$ cat src/rtl/arith_pkg.sv
// arith_pkg: shared types and width helpers for the arithmetic datapath blocks.
//   state_t : divider control states (IDLE / RUN / DONE)
//   qw(n)   : quotient / remainder / divisor width for operand width n
//   dw(n)   : dividend (product word) width for operand width n
package arith_pkg;

  typedef enum logic [1:0] {
    IDLE = 2'd0,
    RUN  = 2'd1,
    DONE = 2'd2
  } state_t;

  function automatic int unsigned qw(input int unsigned n);
    return n;
  endfunction

  function automatic int unsigned dw(input int unsigned n);
    return 2 * n;
  endfunction

endpackage

$ cat src/rtl/seq_div_step.sv
// seq_div_step: one combinational restoring-division step.
// Ports:
//   i_r : partial remainder (always < divisor, so N bits suffice)
//   i_q : dividend low bits / quotient shift register
//   i_d : divisor
//   o_r : next partial remainder
//   o_q : next quotient shift register (new quotient bit in LSB)
module seq_div_step #(
  parameter int unsigned N = 4
) (
  input  logic [N-1:0] i_r,
  input  logic [N-1:0] i_q,
  input  logic [N-1:0] i_d,
  output logic [N-1:0] o_r,
  output logic [N-1:0] o_q
);

  logic [N:0] w_t;

  // Shift the next dividend bit into the partial remainder.
  assign w_t = {i_r, i_q[N-1]};

  // When the trial subtract succeeds the true difference is below the
  // divisor, so the low N bits of the modular subtract are exact.
  always_comb begin
    if (w_t >= {1'b0, i_d}) begin
      o_r = w_t[N-1:0] - i_d;
      o_q = {i_q[N-2:0], 1'b1};
    end else begin
      o_r = w_t[N-1:0];
      o_q = {i_q[N-2:0], 1'b0};
    end
  end

endmodule

$ cat src/rtl/seq_div_2nbyn.sv
// seq_div_2nbyn: iterative restoring divider, 2N-bit dividend by N-bit
// divisor, one quotient bit per clock, valid/ready on both sides.
// Ports:
//   clk, rst            : clock (rising edge), async active-high reset
//   in_valid / in_ready : operand handshake (dividend[2N], divisor[N])
//   out_valid/out_ready : result handshake (quotient[N], remainder[N])
//   div_zero            : divisor was zero (quotient all ones, remainder = dividend low half)
//   ovf                 : quotient would not fit in N bits (quotient all ones, remainder 0)
// Build option: define SEQDIV_BACK2BACK_EN to accept new operands in DONE
// in the same edge the current result is taken.
module seq_div_2nbyn
  import arith_pkg::*;
#(
  parameter int unsigned N = 4
) (
  input  logic           clk,
  input  logic           rst,
  input  logic           in_valid,
  output logic           in_ready,
  input  logic [2*N-1:0] dividend,
  input  logic [N-1:0]   divisor,
  output logic           out_valid,
  input  logic           out_ready,
  output logic [N-1:0]   quotient,
  output logic [N-1:0]   remainder,
  output logic           div_zero,
  output logic           ovf
);

  localparam int unsigned QW = qw(N);
  localparam int unsigned DW = dw(N);
  localparam int unsigned CW = $clog2(N);
  localparam logic [CW-1:0] LAST = CW'(N - 1);

  if (N < 2) begin : g_bad_n
    $error("seq_div_2nbyn: N must be >= 2");
  end

  state_t          r_state, w_state_nxt;
  logic [QW-1:0]   r_rem,   w_rem_nxt;
  logic [QW-1:0]   r_quo,   w_quo_nxt;
  logic [QW-1:0]   r_dvs,   w_dvs_nxt;
  logic [CW-1:0]   r_cnt,   w_cnt_nxt;
  logic            r_dz,    w_dz_nxt;
  logic            r_ovf,   w_ovf_nxt;

  logic [QW-1:0]   w_hi;
  logic [QW-1:0]   w_lo;
  logic [QW-1:0]   w_step_r;
  logic [QW-1:0]   w_step_q;
  logic            w_accept;

  assign w_hi = dividend[DW-1:QW];
  assign w_lo = dividend[QW-1:0];

  // Handshake decode.
`ifdef SEQDIV_BACK2BACK_EN
  assign in_ready = (r_state == IDLE) | ((r_state == DONE) & out_ready);
`else
  assign in_ready = (r_state == IDLE);
`endif
  assign out_valid = (r_state == DONE);
  assign w_accept  = in_valid & in_ready;

  assign quotient  = r_quo;
  assign remainder = r_rem;
  assign div_zero  = r_dz;
  assign ovf       = r_ovf;

  seq_div_step #(.N(QW)) u_step (
    .i_r (r_rem),
    .i_q (r_quo),
    .i_d (r_dvs),
    .o_r (w_step_r),
    .o_q (w_step_q)
  );

  // Next-state and datapath update.
  always_comb begin
    w_state_nxt = r_state;
    w_rem_nxt   = r_rem;
    w_quo_nxt   = r_quo;
    w_dvs_nxt   = r_dvs;
    w_cnt_nxt   = r_cnt;
    w_dz_nxt    = r_dz;
    w_ovf_nxt   = r_ovf;

    case (r_state)
      RUN: begin
        w_rem_nxt = w_step_r;
        w_quo_nxt = w_step_q;
        w_cnt_nxt = r_cnt + CW'(1);
        if (r_cnt == LAST) begin
          w_state_nxt = DONE;
        end
      end
      DONE: begin
        if (out_ready) begin
          w_state_nxt = IDLE;
        end
      end
      default: ;
    endcase

    // Accept overrides: only reachable in IDLE, or in DONE when back-to-back is built in.
    if (w_accept) begin
      w_dvs_nxt = divisor;
      w_cnt_nxt = '0;
      if (divisor == '0) begin
        w_state_nxt = DONE;
        w_dz_nxt    = 1'b1;
        w_ovf_nxt   = 1'b0;
        w_quo_nxt   = '1;
        w_rem_nxt   = w_lo;
      end else if (w_hi >= divisor) begin
        // Upper half not below divisor means the quotient needs more than N bits.
        w_state_nxt = DONE;
        w_dz_nxt    = 1'b0;
        w_ovf_nxt   = 1'b1;
        w_quo_nxt   = '1;
        w_rem_nxt   = '0;
      end else begin
        w_state_nxt = RUN;
        w_dz_nxt    = 1'b0;
        w_ovf_nxt   = 1'b0;
        w_quo_nxt   = w_lo;
        w_rem_nxt   = w_hi;
      end
    end
  end

  // State and datapath registers.
  always_ff @(posedge clk or posedge rst) begin
    if (rst) begin
      r_state <= IDLE;
      r_rem   <= '0;
      r_quo   <= '0;
      r_dvs   <= '0;
      r_cnt   <= '0;
      r_dz    <= 1'b0;
      r_ovf   <= 1'b0;
    end else begin
      r_state <= w_state_nxt;
      r_rem   <= w_rem_nxt;
      r_quo   <= w_quo_nxt;
      r_dvs   <= w_dvs_nxt;
      r_cnt   <= w_cnt_nxt;
      r_dz    <= w_dz_nxt;
      r_ovf   <= w_ovf_nxt;
    end
  end

endmodule

$ cat config.mk
export PLATFORM = sky130hd
export DESIGN_NAME = seq_div_2nbyn
export DESIGN_NICKNAME = d
export VERILOG_FILES = /design/src/rtl/arith_pkg.sv /design/src/rtl/seq_div_step.sv /design/src/rtl/seq_div_2nbyn.sv
export SDC_FILE = /design/constraint.sdc
export NUM_CORES = 1
export LEC_CHECK = 0
export CAP_MARGIN = 20
export CELL_PAD_IN_SITES_DETAIL_PLACEMENT = 1
export CELL_PAD_IN_SITES_GLOBAL_PLACEMENT = 1
export CORE_AREA = 2 2 78 58
export DETAILED_ROUTE_END_ITERATION = 12
export DIE_AREA = 0 0 80 60
export PLACE_DENSITY_LB_ADDON = 0.1
export SYNTH_ARGS = -nofsm -noshare
export SYNTH_HDL_FRONTEND = slang
export SYNTH_HIERARCHICAL = 1
export SYNTH_SLANG_ARGS = --single-unit
$ cat constraint.sdc
create_clock -name clk -period 1.8 [get_ports clk]
set_input_delay 0.54 -clock clk [delete_from_list [all_inputs] [get_ports clk]]
set_output_delay 0.54 -clock clk [all_outputs]
set_load 0.02 [all_outputs]
**Word-level counts from Yosys, hierarchy flattened**

Index checks and enable logic that the tools add are counted.

- Register bits after elaboration: 18
- Latch bits: 0
- RAM bits: 0
- ROM bits: 0
- Bits of input ports: 16
- Output and inout port bits: 12
- Word-level logic and storage cells: 43
- Memories: 0

- Add/subtract/negate cells: 2
- $mul: 0
- Div/mod/pow operators: 0
- $lt $le $gt $ge: 2
- Equality and inequality tests: 5
- Shift operators: 0
- Mux-type cells: 21
- Bitwise logic cells: 1
- Reductions and logical operators: 5

Operator list:

| cell | number |
|---|---|
| $mux W4 | 9 |
| $mux W2 | 7 |
| $ge A5 B4 Y1 | 1 |
| $eq A2 B2 Y1 const B | 2 |
| $ge A4 B4 Y1 | 1 |
| $logic_not A4 Y1 | 1 |
| $mux W1 | 4 |
| $pmux W2 S2 | 1 |
| $sub A4 B4 Y4 | 1 |
| $ne A3 B1 Y1 const B | 1 |
| $ne A3 B3 Y1 const B | 1 |
| $reduce_and A3 Y1 | 1 |
| $reduce_bool A3 Y1 | 1 |
| $add A2 B1 Y2 const B | 1 |
| $eq A2 B1 Y1 const B | 1 |
| $logic_not A2 Y1 | 1 |
| $reduce_bool A2 Y1 | 1 |
| $and A1 B1 Y1 | 1 |

**Logic depth before layout (Yosys ltp)**

Gate-level depths: netlist (run 1).

- Word-level depth: 4
- Mapped depth: 8
- Gate-level depth less buffers: 8

**By module**

The synthesis (run 1) kept the hierarchy.

Modules (own cells, without submodules):

| module | times used | cells each | area each (sq um) | sequential area each (sq um) |
|---|---|---|---|---|
| seq_div_2nbyn | 1 | 101 | 923.4 | 450.4 |
| seq_div_step | 1 | 31 | 246.5 | 0.0 |

**Least setup slack after synthesis (run 1)**

Ideal clock, no wire load.

- Path type: flip-flop to flip-flop
- Start: register r_quo[3] (netlist: quotient[3])
- End: register r_rem[2] (netlist: remainder[2])
- Library setup time: 123 ps
- Data arrival time: 1637 ps
- Data required time: 1677 ps
- Setup slack: 40 ps
- Cell stages (with the launch flop): 8
- Path buffers: 0
- Period minus slack after synthesis: 1760 ps
- Path through: dfrtp_1 -> inv_1 -> ha_1 -> fa_1 -> xnor2_1 -> mux2_4 -> o22ai_1 -> a21oi_1

- Cells in the longest elaborated chain, start to end: 4
- Elaborated cells between the ends (all ways): 5
- Classes of those cells: add/sub (1); order compare (1); mux (3)

RTL lines:

| item | RTL line | source |
|---|---|---|
| start: declaration | seq_div_2nbyn.sv:41 | `logic [QW-1:0] r_quo, w_quo_nxt;` |
| start signal: assignment | seq_div_2nbyn.sv:145 | `r_quo <= w_quo_nxt;` |
| $sub A4 B4 Y4 / $ge A5 B4 Y1 (equally long branches) | seq_div_step.sv:27, seq_div_step.sv:26 |  |
| $mux W4 (*) | seq_div_step.sv:26 | `if (w_t >= {1'b0, i_d}) begin` |
| named net w_step_r[2] | seq_div_2nbyn.sv:49 | `logic [QW-1:0] w_step_r;` |
| $mux W4 (*) | seq_div_2nbyn.sv:88 | `case (r_state)` |
| $mux W4 (*) | seq_div_2nbyn.sv:106 | `if (w_accept) begin` |
| end signal: assignment | seq_div_2nbyn.sv:144 | `r_rem <= w_rem_nxt;` |
| end: declaration | seq_div_2nbyn.sv:40 | `logic [QW-1:0] r_rem, w_rem_nxt;` |

Mark *: on every way through the listed nets, which the timed path passes. The rest lies on a longest branch. The select of a mux whose other input is x is not followed.
A chain may end at the register's enable or synchronous reset.

**Worst setup path in the final report (run 1)**

- Start: register r_dz (netlist: div_zero)
- End: output port div_zero

RTL lines:

| item | RTL line | source |
|---|---|---|
| start: declaration | seq_div_2nbyn.sv:44 | `logic r_dz, w_dz_nxt;` |
| start signal: assignment | seq_div_2nbyn.sv:148 | `r_dz <= w_dz_nxt;` |
| end: declaration | seq_div_2nbyn.sv:26 | `output logic div_zero,` |

No word-level cell between the ends.

==> metrics.txt, run 1 <==
status finished, final reports clean; worst setup path category flip-flop to output port; Synth Area in XOR/XNOR 0.00749; Worst Tran Pin Value around 0.44 ns; Worst-path clk slew around 0.070 ns; Port Buf Inserts 27; clock skew 0.00102 ns; WP data arrival 1.22 ns; vias in the first global route about 1200; Layout Cell Area excl Fill 1850 µm²; Worst Setup SP div_zero$_DFFE_PP0P_; worst hold path class flip-flop to flip-flop; DIE WIDTH ~80 µm; Post-DP HPWL around 2.7 mm; DRC 0; Mapped Nets roughly 160; worst stage delay on the critical path about 0.61 ns; Post-synth ARST share 1.00; DR iter-0 viols 50; grt ovf 0; number of diodes 0; Net Sw Power between 1 and 1.5 mW; most used standard cell by instance count after synthesis dfrtp_1; All-Layer GR Usage 0.160; placed instance area between 1500 and 2000 µm²; critical-path cell list clkdlybuf4s50_1; Via-to-Cell Ratio ~4.8; Synth Area in Adders 0.113; Post-Synthesis Cells between 100 and 150; Final GP Congestion 0.893; Net Sw Frac 0.438; Post-Syn Area per Cell roughly 8.9 µm²; DR WL/cell between 10 and 15 µm; dominant synthesized flop cell dfrtp_1; final hold viol count 0; met3 WL 124 µm; CP max FO 2; maximum VDD drop 0.545 mV; Area contributors post-synth dfrtp_1, ha_1, a21oi_1, inv_1, nand2_1; Slew Limit Fails 0; share of power burned in registers 0.242; post-synth top area share 0.385; layout cells sized above 1 0.313; H-tree depth 1; Die Ht about 60 µm; #FFs+latches synth 18; Total Wirelength about 3.5 mm; crit-path leading delay family buffers and inverters; global-route wire length before repair slightly below 6 mm; Clock power frac 0.110; Int Pwr ~1.7 mW; Clock Latency Late Sink between 0.2 and 0.3 ns; CP max stage cell clkdlybuf4s50_1; Synth area leader dfrtp_1; hold depth 2; Starting Density 0.285; CTS tree built; Commonest cells post-synth dfrtp_1, inv_1, a21oi_1, nand2_1, nor2_1; Simple-Gate Fraction of Synth Area 0.200; final-stage net count just over 200; Slew headroom 0.707; die area about 4800 µm²; Layout Area Growth over Synthesis 58.5%; number of synthesized flops with an enable pin 0; Root Driver clkbuf_8; setup TNS 0 ns; Crit path buffers/inverters 1; crit path launch type flip-flop; Leakage roughly 0.84 nW; FMAX about 570 MHz; R2R cell count 8; fin crit period 1.76 ns; # setup viols final 0; WP data required 1.26 ns; Tcrit/Tclk final 0.977; Crit. End Element output port; Distinct cells, synth 35; Ports 28; wire length on met2 ~1.6 mm; Gate power share 0.648; multiplexer share of the synthesized area 0.0299; hold_sp r_dvs[3]$_DFFE_PP0P_; Routed Antenna Nets 0; Core ar. 4100 µm²; Compound-Gate Fraction of Synth Area 0.189; combinational family with the most area after synthesis simple AND/OR/NAND/NOR gates; TritonRoute pass-1 iters 4; setup slack, reg-to-reg 0.10 ns; top sig layer met4; Core Rows 20; sequential fraction of the synthesis area 0.385; initial antenna violation count 0; PwrDens about 1700 nW/µm²; number of stages on the worst setup path 1; synth warn 6; Post-Syn Area 1170 µm²; worst reg2reg endpoint quotient[0]$_DFFE_PP0P_; CTS Buf Count 3; Crit Reg-Reg Startpoint remainder[2]$_DFFE_PP0P_; largest net degree at the start of global routing 19; Max-Cap Viols 0; clk sink count 18; total number of vias about 1100; Hold EP r_dvs[3]$_DFFE_PP0P_; Longest Clk Path Bufs 2; post-route met1 wirelength roughly 1.7 mm
## flip-flops by register name (all words and copies together) (netlist names)
register,count
quotient,4
remainder,4
r_state,2
r_dvs,4
r_cnt,2
ovf,1
div_zero,1
## cell type report
type / count / area (µm²)
clock buffers: 4 / 55.1
fillers: 491 / 2250
inverters: 14 / 52.6
multi-input cells: 94 / 772
flip-flops and latches: 18 / 450
well taps: 55 / 68.8
repair buffers: 49 / 455
## worst max-delay path by stage
stage / slack, ns / end
4_1_cts: 0.001 / quotient[0]
2_1_floorplan: 0.04 / remainder[2]$_DFFE_PP0P_
3_3_place_gp: -0.48 / remainder[2]$_DFFE_PP0P_
3_5_place_dp: -0.50 / remainder[2]$_DFFE_PP0P_
6_report: 0.04 / div_zero
5_1_grt: -0.005 / remainder[2]$_DFFE_PP0P_
## logic make-up (layout without fill, tap and decap cells)
logic type / after synthesis / count (layout)
adders and majority gates: 10 / 10
xor gates and xnor gates: 1 / 1
buffers and inverters: 20 / 67
DFF: 18 / 18
AOI/OAI and AO/OA: 34 / 34
and+or+nand+nor: 46 / 46
muxes: 3 / 3
## stage by stage
step	total power [mW]	hold slack [ns]	std cells	setup WS, ns	utilization
final	3.07	0.480	234	0.0408	0.452
after global routing	3.31	0.544	234	-0.00498	0.452
after CTS	2.94	0.487	234	0.00131	0.426
after detailed placement	2.61	0.470	228	-0.498	0.399
after global placement	2.55	0.465	228	-0.484	0.399
after floorplan	1.89	0.450	132	0.0398	-
## timing repair
item,4_1_cts,5_1_grt
hold buffers,0,0
buffers inserted,2,0
gates resized for setup,24,20
setup endpoints to repair,17,15
pin swaps,7,8
## cell usage in the layout (no fill, tap or decap), types with 3 or more instances in the layout
master and count:
dlymetal6s2s_1 7, ha_4 4, inv_1 13, dlygate4sd2_1 11, clkdlybuf4s50_1 8, ha_1 5
o21ai_0 7, dfrtp_1 18, buf_4 20, nor2_2 3, nor3_4 3, o32ai_1 3
o22ai_1 3, nor2_1 10, nand2_1 11, clkbuf_8 4, a21oi_1 9
## power by group through the flow
stage	registers, mW	clock network, mW	logic (mW)
after detailed placement	0.737	0	1.88
final	0.742	0.337	1.99
after global placement	0.727	0	1.82
after global routing	0.767	0.364	2.18
after CTS	0.731	0.346	1.86
after floorplan	0.858	0	1.04
## per-layer routing
layer	track usage	vias up
met3	0.0408	4
li1	-	551
met5	0	-
met4	0.0436	0
met1	0.215	539
met2	0.260	23
(Power assumes the default switching activity.)
==> inputs of run 2 (changes only) <==
--- a/config.mk
+++ b/config.mk
@@ -5,7 +5,7 @@
 export SDC_FILE = /design/constraint.sdc
 export NUM_CORES = 1
 export LEC_CHECK = 0
-export CAP_MARGIN = 20
+export CAP_MARGIN = 40
 export CELL_PAD_IN_SITES_DETAIL_PLACEMENT = 1
 export CELL_PAD_IN_SITES_GLOBAL_PLACEMENT = 1
 export CORE_AREA = 2 2 78 58
==> results of run 2 <==
The final DEF is identical to that of run 1; final timing and power are the same.
